`config.mk`:
```
export PLATFORM = sky130hd
export DESIGN_NAME = instruction_fetch_flat
export DESIGN_NICKNAME = d
export VERILOG_FILES = /design/src/rtl/instruction_fetch_pkg.sv /design/src/rtl/instruction_fetch_if.sv /design/src/rtl/instruction_fetch.sv /design/src/flat_wrapper.sv
export SDC_FILE = /design/constraint.sdc
export NUM_CORES = 1
export LEC_CHECK = 0
export CAP_MARGIN = 20
export CORE_MARGIN = 5
export CORE_UTILIZATION = 49
export CTS_CLUSTER_DIAMETER = 30
export DETAILED_ROUTE_END_ITERATION = 8
export HOLD_SLACK_MARGIN = 0.08
export PLACE_DENSITY = 0.8
export SYNTH_ARGS = -nofsm -noshare
export SYNTH_HDL_FRONTEND = slang
export SYNTH_SLANG_ARGS = --single-unit
```
`constraint.sdc`:
```
create_clock -name clk -period 2.4 [get_ports clk]
set_clock_uncertainty 0.1 [all_clocks]
set_input_delay 0.24 -clock clk [delete_from_list [all_inputs] [get_ports clk]]
set_output_delay 0.24 -clock clk [all_outputs]
set_load 0.1 [all_outputs]
```
`src/rtl/instruction_fetch_pkg.sv`:
```
// Shared types and constants for the instruction fetch stage (package fetch_pkg).
package fetch_pkg;

    localparam int INSTR_W = 32;
    localparam int ADDR_W  = 32;
    localparam int PC_STEP = 4;

    localparam logic [ADDR_W-1:0] DEFAULT_RESET_PC = 32'h0000_0000;

    typedef enum logic [1:0] {
        IDLE  = 2'd0,
        REQ   = 2'd1,
        HOLD  = 2'd2,
        DRAIN = 2'd3
    } fetch_state_e;

    // Force a byte address onto a word boundary.
    function automatic logic [ADDR_W-1:0] word_align(input logic [ADDR_W-1:0] a);
        return a & ~(ADDR_W'(3));
    endfunction

endpackage

```
`src/rtl/instruction_fetch_if.sv`:
```
// Bundle of the fetch stage's memory, decoder and redirect signals.
// master = fetch stage, slave = memory/decoder/control side.
// With FETCH_ALIGN_CHECK_EN defined the bundle also carries fetch_fault.
interface instruction_fetch_if;
    import fetch_pkg::*;

    logic                imem_req;
    logic [ADDR_W-1:0]   imem_addr;
    logic                imem_ready;
    logic [INSTR_W-1:0]  imem_rdata;
    logic [INSTR_W-1:0]  instr;
    logic [ADDR_W-1:0]   instr_pc;
    logic [ADDR_W-1:0]   instr_pc4;
    logic                instr_valid;
    logic                instr_ready;
    logic                redirect;
    logic [ADDR_W-1:0]   redirect_target;
`ifdef FETCH_ALIGN_CHECK_EN
    logic                fetch_fault;
`endif

    modport master (
        output imem_req, imem_addr, instr, instr_pc, instr_pc4, instr_valid,
`ifdef FETCH_ALIGN_CHECK_EN
        output fetch_fault,
`endif
        input  imem_ready, imem_rdata, instr_ready, redirect, redirect_target
    );

    modport slave (
        input  imem_req, imem_addr, instr, instr_pc, instr_pc4, instr_valid,
`ifdef FETCH_ALIGN_CHECK_EN
        input  fetch_fault,
`endif
        output imem_ready, imem_rdata, instr_ready, redirect, redirect_target
    );

endinterface

```
`src/rtl/instruction_fetch.sv`:
```
// Instruction fetch stage: PC, imem req/ready reads, instruction register
// with valid/ready to the decoder, and jump/branch redirects.
// Optional FETCH_ALIGN_CHECK_EN: misaligned redirect raises sticky
// fetch_fault and halts fetching until reset.
module instruction_fetch
    import fetch_pkg::*;
#(
    parameter logic [ADDR_W-1:0] RESET_PC = DEFAULT_RESET_PC
) (
    input  logic                clk,
    input  logic                reset_n,
    instruction_fetch_if.master bus
);

    fetch_state_e       state_q, state_d;
    logic [ADDR_W-1:0]  pc_q, pc_d;
    // Drives imem_addr; kept apart from pc so a redirect during an
    // outstanding request cannot disturb the address memory is serving.
    logic [ADDR_W-1:0]  fetch_addr_q, fetch_addr_d;
    logic               req_q, req_d;
    logic [INSTR_W-1:0] instr_q, instr_d;
    logic [ADDR_W-1:0]  instr_pc_q, instr_pc_d;
    logic [ADDR_W-1:0]  instr_pc4_q, instr_pc4_d;
    logic               valid_q, valid_d;
    logic               fault_q, fault_d;
    logic [ADDR_W-1:0]  tgt;

    assign tgt = word_align(bus.redirect_target);

    // Next-state and next-output computation; redirect outranks handshakes.
    always_comb begin
        state_d      = state_q;
        pc_d         = pc_q;
        fetch_addr_d = fetch_addr_q;
        req_d        = req_q;
        instr_d      = instr_q;
        instr_pc_d   = instr_pc_q;
        instr_pc4_d  = instr_pc4_q;
        valid_d      = valid_q;
        fault_d      = fault_q;

        unique case (state_q)
            IDLE: begin
                state_d = REQ;
                req_d   = 1'b1;
                if (bus.redirect) begin
                    pc_d         = tgt;
                    fetch_addr_d = tgt;
                end else begin
                    fetch_addr_d = pc_q;
                end
            end
            REQ: begin
                if (bus.redirect) begin
                    pc_d = tgt;
                    if (bus.imem_ready) begin
                        // Response is stale; restart at the target right away.
                        fetch_addr_d = tgt;
                    end else begin
                        // Address must stay put until memory finishes.
                        state_d = DRAIN;
                    end
                end else if (bus.imem_ready) begin
                    instr_d     = bus.imem_rdata;
                    instr_pc_d  = pc_q;
                    instr_pc4_d = pc_q + ADDR_W'(PC_STEP);
                    pc_d        = pc_q + ADDR_W'(PC_STEP);
                    valid_d     = 1'b1;
                    req_d       = 1'b0;
                    state_d     = HOLD;
                end
            end
            HOLD: begin
                if (bus.redirect) begin
                    // Squash the held instruction even if it is being accepted.
                    valid_d      = 1'b0;
                    pc_d         = tgt;
                    fetch_addr_d = tgt;
                    req_d        = 1'b1;
                    state_d      = REQ;
                end else if (bus.instr_ready) begin
                    valid_d      = 1'b0;
                    fetch_addr_d = pc_q;
                    req_d        = 1'b1;
                    state_d      = REQ;
                end
            end
            DRAIN: begin
                // A redirect keeps us here even if memory answers this cycle;
                // the re-issued old address is drained and discarded too.
                if (bus.redirect) begin
                    pc_d = tgt;
                end else if (bus.imem_ready) begin
                    fetch_addr_d = pc_q;
                    state_d      = REQ;
                end
            end
            default: begin
                state_d = IDLE;
                req_d   = 1'b0;
            end
        endcase

`ifdef FETCH_ALIGN_CHECK_EN
        // Misaligned redirect: latch the fault and park with no requests.
        if (fault_q || (bus.redirect && (bus.redirect_target[1:0] != 2'b00))) begin
            fault_d = 1'b1;
            state_d = IDLE;
            req_d   = 1'b0;
            valid_d = 1'b0;
        end
`endif
    end

    // State and output registers; async reset returns to the idle image.
    always_ff @(posedge clk or negedge reset_n) begin
        if (!reset_n) begin
            state_q      <= IDLE;
            pc_q         <= RESET_PC;
            fetch_addr_q <= RESET_PC;
            req_q        <= 1'b0;
            instr_q      <= '0;
            instr_pc_q   <= '0;
            instr_pc4_q  <= '0;
            valid_q      <= 1'b0;
            fault_q      <= 1'b0;
        end else begin
            state_q      <= state_d;
            pc_q         <= pc_d;
            fetch_addr_q <= fetch_addr_d;
            req_q        <= req_d;
            instr_q      <= instr_d;
            instr_pc_q   <= instr_pc_d;
            instr_pc4_q  <= instr_pc4_d;
            valid_q      <= valid_d;
            fault_q      <= fault_d;
        end
    end

    assign bus.imem_req    = req_q;
    assign bus.imem_addr   = fetch_addr_q;
    assign bus.instr       = instr_q;
    assign bus.instr_pc    = instr_pc_q;
    assign bus.instr_pc4   = instr_pc4_q;
    assign bus.instr_valid = valid_q;
`ifdef FETCH_ALIGN_CHECK_EN
    assign bus.fetch_fault = fault_q;
`else
    logic unused_fault;
    assign unused_fault = fault_q ^ fault_d;
`endif

endmodule

```
`src/flat_wrapper.sv`:
```
// flat-port wrapper written by rule: the top's interface ports become plain ports
module instruction_fetch_flat import fetch_pkg::*;
#(
    parameter logic [ADDR_W-1:0] RESET_PC = DEFAULT_RESET_PC
)
  (clk, reset_n, bus_imem_req, bus_imem_addr, bus_instr, bus_instr_pc, bus_instr_pc4, bus_instr_valid, bus_imem_ready, bus_imem_rdata, bus_instr_ready, bus_redirect, bus_redirect_target);
  instruction_fetch_if bus_i ();
  input  logic clk;
  input  logic reset_n;
  output wire logic [$bits(bus_i.imem_req)-1:0] bus_imem_req;
  output wire logic [$bits(bus_i.imem_addr)-1:0] bus_imem_addr;
  output wire logic [$bits(bus_i.instr)-1:0] bus_instr;
  output wire logic [$bits(bus_i.instr_pc)-1:0] bus_instr_pc;
  output wire logic [$bits(bus_i.instr_pc4)-1:0] bus_instr_pc4;
  output wire logic [$bits(bus_i.instr_valid)-1:0] bus_instr_valid;
  input wire logic [$bits(bus_i.imem_ready)-1:0] bus_imem_ready;
  input wire logic [$bits(bus_i.imem_rdata)-1:0] bus_imem_rdata;
  input wire logic [$bits(bus_i.instr_ready)-1:0] bus_instr_ready;
  input wire logic [$bits(bus_i.redirect)-1:0] bus_redirect;
  input wire logic [$bits(bus_i.redirect_target)-1:0] bus_redirect_target;
  assign bus_imem_req = bus_i.imem_req;
  assign bus_imem_addr = bus_i.imem_addr;
  assign bus_instr = bus_i.instr;
  assign bus_instr_pc = bus_i.instr_pc;
  assign bus_instr_pc4 = bus_i.instr_pc4;
  assign bus_instr_valid = bus_i.instr_valid;
  assign bus_i.imem_ready = bus_imem_ready;
  assign bus_i.imem_rdata = bus_imem_rdata;
  assign bus_i.instr_ready = bus_instr_ready;
  assign bus_i.redirect = bus_redirect;
  assign bus_i.redirect_target = bus_redirect_target;
  instruction_fetch #(.RESET_PC(RESET_PC)) u_core (.clk(clk), .reset_n(reset_n), .bus(bus_i));
endmodule
```
======== After elaboration in Yosys (flattened, before gate mapping) ========
Cells that the tools add are included.
storage, ports and cells
  register bits after elaboration ......... 164
  output and inout port bits .............. 130
  word-level logic and storage cells ...... 59
cells by class
  $add $sub $neg .......................... 1
  equal/unequal tests ..................... 11
  muxes and demuxes ....................... 29
  bitwise gates (word level) .............. 1
  reduce and logical (&&, ||, !) cells .... 9
operators with widths
  kind                                           number
  two-way mux 32 bit                             9
  case mux 32 bit (4 select lines)               1
  case mux 32 bit (2 select lines)               1
  adder 32 x 3 -> 32 bit, second input constant  1
  two-way mux 2 bit                              7
  inequality test 2 bit, second input constant   5
  AND reduction 5 bit                            2
  inequality test 3 bit, second input constant   3
  two-way mux 1 bit                              8
  case mux 2 bit (4 select lines)                1
  AND reduction 4 bit                            2
  == test 2 bit, second input constant           2
  case mux 1 bit (3 select lines)                1
  AND reduction 3 bit                            1
  nonzero test 3 bit                             1
  OR reduction 3 bit                             1
  == test 2 x 1 -> 1 bit, second input constant  1
  logical NOT 2 bit                              1
  case mux 1 bit (2 select lines)                1
  nonzero test 2 bit                             1
  inverter 1 bit                                 1

======== Longest topological paths before layout ========
Gate-level depths: netlist (run 1).
  depth after elaboration ................. 4
  mapped depth ............................ 7
  depth with buffers taken out ............ 5

======== Worst setup path before layout (run 1) ========
OpenSTA, ideal clock, no wires.
  path kind ............................... reg2reg
  start point ............................. register u_core.pc_q[2]
  end point ............................... register u_core.pc_q[24]
  arrival ................................. 1913 ps
  data required time ...................... 2218 ps
  slack ................................... 305 ps
  cell stages (with the launch flop) ...... 7
  path buffers ............................ 1
  clock period less this slack ............ 2095 ps
  path through ............................ dfrtp_1 ha_1 nand3_1 or3_1 clkbuf_1 or4_1 a31oi_1
between the ends
  word-level cells in the longest chain between the ends .. 4
RTL lines
  what                              line                      RTL
  start: declaration                instruction_fetch.sv:16   logic [ADDR_W-1:0] pc_q, pc_d;
  start signal: assignment          instruction_fetch.sv:129  pc_q <= pc_d;
  adder 32 x 3 -> 32 bit            instruction_fetch.sv:67   pc_d = pc_q + ADDR_W'(PC_STEP);
  two-way mux 32 bit                instruction_fetch.sv:63   end else if (bus.imem_ready) begin
  two-way mux 32 bit                instruction_fetch.sv:54   if (bus.redirect) begin
  case mux 32 bit (2 select lines)  instruction_fetch.sv:42   unique case (state_q)
No other way between the ends. The select of a mux whose other input is x is not followed.
A chain may end at the register's enable or synchronous reset.

======== Worst setup path after layout (run 1) ========
  start point ............................. register u_core.pc_q[3]
  end point ............................... register u_core.pc_q[24]
The elaborated chain is that of the path after synthesis.

==> results.md, run 1 <==
* Max transition margin at 0.611
* Post-route ant nets at 0
* Outcome: completed
* Clk buf depth at 2
* Die height at 134 um
* R2r startpoint: u_core.pc_q[3]
* Yosys top cell by area: dfrtp_1
* # IOs at 199
* Area of the core at 15200 um2
* H-Tree Depth at 4
* CP Max Fanout at 8
* Worst Tran Pin Value at 0.583 ns
* Setup TNS at 0 ns
* Synth top area cells: dfrtp_1, nand2_1, mux2_2
* Yosys top cell area share at 0.535
* Max Fclk at 435 MHz
* Grt total ovfl at 0
* Final Slew Violations at 0
* Fin crit share at 0.958
* Post-synthesis sequential area ratio at 0.535
* Remaining DRCs at 0
* # diodes at 0
* Nets@finish at 1065
* Synthesized Nets at 867
* Routed len/inst at 17.3 um
* Syn-to-layout area delta at 34.2%
* # setup viols final at 0
* Crit path arrival time at 2.53 ns
* Number of synthesized register bits at 162
* Vias per cell at 5.42
* Clk pin slew, worst setup/hold paths at 0.07 ns
* Die span in x at 134 um
* Worst R2R Setup Slack at 0.10 ns
* Total number of vias at 6488
* Largest net degree at the start of global routing at 72
* CP endpoint kind: flip-flop
* Share of synthesized registers carrying an async set or reset at 1.00
* Post-synth EDFFs at 0
* Fraction of layout cells with a size suffix above 1 at 0.285
* PortBufs at 196
* Critical path class: flip-flop to flip-flop
* RR Endpoint: u_core.pc_q[24]
* Synthesized area per cell at 9.50 um2
* Gpl congestion at 0.840
* Max-Cap Viols at 0
* CTS tree: done
* Num rows at 45
* Yosys warns at 0
* Final wirelength at 20700 um
* Initial antenna violation count at 0
* Unrepaired setup endpoints after global routing: false
* HP Class: primary input to asynchronous set/reset pin
* CP required at 2.63 ns
* Clock Latency Late Sink at 0.42 ns
* Initial DRC count at 417
* First-pass GRT wire length at 33200 um
* TritonCTS Buffers at 17
* Most frequent cell after synthesis: nand2_1
* Top_reg_cell synth: dfrtp_1
* Via count of the first global-routing pass at 6372
* Drt first pass iters at 5
* Root cell of the clock tree: clkbuf_16
* Cells after Synth at 797
* Post-synthesis cell area at 7570 um2
* Post-DP HPWL at 14900 um
* GR Util All Layers at 0.231
* Crit path time final at 2.30 ns
* Reg2reg path depth at 6
* Clock Sinks at 162
* Crit path launch type: flip-flop
* Commonest cells in the netlist: nand2_1, dfrtp_1, mux2_2
* Full die area at 18000 um2
* Initial core utilization at 0.498
* Hold Violations, Final at 0
* Postcts setup bufs at 0
* Count of cell types in the netlist at 43
state kept, by name (all words and copies together), names as in the netlist:
register	cells
u_core.bus.instr_valid	1
u_core.bus.imem_addr	32
u_core.pc_q	32
u_core.bus.imem_req	1
u_core.bus.instr_pc	32
u_core.bus.instr	32
u_core.bus.instr_pc4	30
u_core.state_q	2
cells in the final DEF, fill, tap and decap left out, drive strengths merged, types with 2 or more instances in the layout:
cell and count:
xor2 9, mux2 63, xnor2 18, dfrtp 162
nand2 254, or4 14, buf 181, or2 3
clkbuf 18, nand4 17, or4b 2, nor3 9
o311ai 2, o211ai 6, clkdlybuf4s50 65, and3 4
or3 19, a31oi 17, clkinvlp 5, nand3 14
o21bai 5, nor4 8, nand2b 2, o21ai 53
clkinv 5, and4 2, nor2 29, o31ai 2
mux2i 2, inv 7
through the flow:
step	hold slack [ns]	std cells	worst slack (ns)	cell area, um2	util
3_3_place_gp	0.106	1163	0.0645	9580	0.630
2_1_floorplan	-0.156	797	0.305	7570	-
5_1_grt	0.238	1196	0.0167	10200	0.668
6_report	0.220	1196	0.101	10200	0.668
4_1_cts	0.222	1196	0.0855	10200	0.668
3_5_place_dp	0.110	1163	0.0145	9580	0.630
repair_timing:
action                     in CTS  in global routing
setup endpoints to repair       0                  1
hold endpoints to repair       47                  0
gates resized for setup         0                  1
hold buffers                    1                  0
cell type report:
type	count	area, um2
Fill cell	1231	5040
Sequential cell	162	4050
Multi-Input combinational cell	563	3240
Timing Repair Buffer	247	2050
Clock buffer	18	439
Tap cell	188	235
Clock inverter	14	130
Inverter	4	15.0
layer usage:
layer  vias up  GRT usage  wire, um
li1       3092          -         -
met4         0     0.0679       335
met2       196      0.375     10100
met5         -          0         0
met1      3180      0.301      8820
met3        20     0.0690      1440
cells by family (layout without fill, tap and decap cells):
| family | after synthesis | count (layout) | synth area share |
|---|---|---|---|
| fa+ha+maj | 2 | 2 | 0.00297 |
| mux | 65 | 65 | 0.0963 |
| simple gates | 382 | 382 | 0.227 |
| xor+xnor | 27 | 27 | 0.0312 |
| compound gates | 87 | 87 | 0.0661 |
| flops | 162 | 162 | 0.535 |
| buf+inv | 72 | 283 | 0.0415 |
worst max-delay path by stage:
stage | start | cells after the start | slack, ns | end
2_1_floorplan | u_core.pc_q[2] | 6 | 0.31 | u_core.pc_q[24]
3_3_place_gp | bus_redirect | 6 | 0.06 | u_core.bus.imem_addr[24]
3_5_place_dp | bus_redirect | 6 | 0.01 | u_core.bus.imem_addr[30]
4_1_cts | u_core.pc_q[3] | 6 | 0.09 | u_core.pc_q[24]
5_1_grt | u_core.pc_q[8] | 4 | 0.02 | u_core.pc_q[24]
6_report | u_core.pc_q[3] | 6 | 0.10 | u_core.pc_q[24]
worst max-delay path, cell delays in order (launching register included):
cell and delay (ns):
dfrtp_1 0.36, ha_1 0.25, nand3_1 0.18, buf_4 0.19
or3_1 0.46, or4_1 0.49, a31oi_1 0.18
Power of run 1 is not shown: default switching activity piles up to over one toggle a cycle in this logic, so the estimate is an artifact.
==> run 2, diff against run 1 <==
==> constraint.sdc (replaced) <==
create_clock -name clk -period 2.4 [get_ports clk]
set_clock_uncertainty 0.1 [all_clocks]
set_input_delay 0.48 -clock clk [delete_from_list [all_inputs] [get_ports clk]]
set_output_delay 0.48 -clock clk [all_outputs]
set_load 0.1 [all_outputs]
==> run 2 against run 1 <==
Against the previous run:
- hold slack improved by 0.16 ns
- register-to-register slack worse by 0.02 ns
- wire length up 0.33%
- die area stayed put
- cell area grew 0.80%
- critical endpoint unchanged
- sequential cell count unchanged
==> results.md, run 2 (same netlist as run 1, synthesis figures left out) <==
* Max Fclk at 431 MHz (-1.0%)
* Final wirelength at 20800 um (+0.33%)
* H-Tree Depth at 4 (unchanged)
* Post-cts gate resize count at 0 (unchanged)
* Gpl congestion at 0.845 (+0.57%)
* Hold Path Depth at 2
* Post-DP HPWL at 14800 um (-0.19%)
* Die span in x at 134 um (unchanged)
* Clock Sinks at 162 (unchanged)
* Area of the core at 15200 um2 (unchanged)
* Drt first pass iters at 5 (unchanged)
* Initial antenna violation count at 1 (+1)
* Crit path arrival time at 2.58 ns (+0.05 ns)
* Worst Tran Pin Value at 0.548 ns (-0.0345 ns)
* TritonCTS Buffers at 17 (unchanged)
* Num rows at 45 (unchanged)
* Unrepaired setup endpoints after global routing: false
* Final Slew Violations at 0 (unchanged)
* Fin crit share at 0.968 (+0.00993)
* Routed len/inst at 17.3 um (about the same)
* CP required at 2.65 ns (+0.02 ns)
* Commonest cells after routing, fill and taps aside: nand2_1, buf_4, dfrtp_1
* Fill cells at 1209 (-1.8%)
* Crit path time final at 2.32 ns (+0.0238 ns)
* Final core utilization at 0.674 (+0.00535)
* Full die area at 18000 um2 (unchanged)
* Fraction of layout cells with a size suffix above 1 at 0.287 (+0.00184)
* Outcome: completed
* Root cell of the clock tree: clkbuf_16
* Initial core utilization at 0.498 (unchanged)
* Hold Path Origin: u_core.bus.instr_pc[25]
* Reg2reg path depth at 6 (unchanged)
* Nets@finish at 1069 (+0.38%)
* Via count of the first global-routing pass at 6376 (+0.063%)
* Initial DRC count at 381 (-8.6%)
* Remaining DRCs at 0 (unchanged)
* Crit path launch type: flip-flop
* # IOs at 199 (unchanged)
* R2r startpoint: u_core.pc_q[3]
* CP endpoint kind: flip-flop
* CTS tree: done
* Largest net degree at the start of global routing at 59 (-18%)
* Clock Latency Late Sink at 0.43 ns (about the same)
* Total number of vias at 6490 (+0.031%)
* Clk buf depth at 2 (unchanged)
* Most common cell after layout, fill and taps aside: nand2_1
* Max transition margin at 0.634 (+0.0230)
* Critical path class: flip-flop to flip-flop
* HP Class: flip-flop to flip-flop
* Hold Violations, Final at 0 (unchanged)
* GR Util All Layers at 0.230 (-0.00120)
* CP Max Fanout at 8 (unchanged)
* Max-Cap Viols at 0 (unchanged)
* PortBufs at 196 (unchanged)
* Worst setup path startpoint: u_core.pc_q[3]
* Clk pin slew, worst setup/hold paths at 0.07 ns (about the same)
* Grt total ovfl at 0 (unchanged)
* Fin Hold WS at 0.377 ns (+0.157 ns)
* Die height at 134 um (unchanged)
* Worst R2R Setup Slack at 0.08 ns (-0.02 ns)
* # setup viols final at 0 (unchanged)
* First-pass GRT wire length at 33100 um (-0.21%)
* Vias per cell at 5.40 (-0.39%)
* Setup TNS at 0 ns (unchanged)
* Post-route ant nets at 0 (unchanged)
* Syn-to-layout area delta at 35.2%
==> run 2: metrics by stage <==
| step | area [um2] | cells | worst slack, ns |
|---|---|---|---|
| 4_1_cts | 10200 | 1199 | 0.0426 |
| 6_report | 10200 | 1201 | 0.0772 |
| 5_1_grt | 10200 | 1201 | 0.0281 |
| 3_5_place_dp | 9650 | 1166 | -0.133 |
| 3_3_place_gp | 9650 | 1166 | -0.0535 |
| 2_1_floorplan | 7570 | 797 | 0.166 |
==> run 2: what timing repair did <==
item                                    in CTS  in global routing
endpoints found under the setup margin       0                  6
hold buffers                                 1                  0
hold endpoints to repair                    55                  0
buffers inserted                             0                  1
==> run 2: per-layer routing <==
metal | GRT usage | vias up | part of all wire
li1 | - | 3092 | -
met3 | 0.0596 | 29 | 0.071
met1 | 0.303 | 3160 | 0.43
met5 | 0 | - | 0
met2 | 0.365 | 209 | 0.48
met4 | 0.0905 | 0 | 0.020
==> run 2: worst max-delay path, cell delays in order (launching register included) <==
cell	delay [ns]
dfrtp_1	0.36
ha_1	0.24
nand3_1	0.17
buf_4	0.18
or3_1	0.49
or4_1	0.52
a31oi_1	0.18
==> run 2: path summary, 6_finish.rpt <==
| path | endpoint |
|---|---|
| min in group asynchronous | u_core.bus.imem_addr[7] |
| setup reg to reg | u_core.pc_q[24] |
| max in group asynchronous | u_core.bus.instr_pc[17] |
| hold / removal | u_core.bus.instr_pc[25] |
| hold reg to reg | u_core.bus.instr_pc[25] |
| setup / recovery | u_core.pc_q[24] |
==> run 2: final cells by class <==
class,count,area (um2),area share
sequential,162,4050,0.396
multi-input combinational,563,3240,0.316
timing repair buffer,251,2130,0.208
clock buffer,17,425,0.0415
tap,188,235,0.0230
clock inverter,15,146,0.0143
inverter,4,15.0,0.00147
antenna,1,2.50,0.000244
Power of run 2 is left out for the same reason.
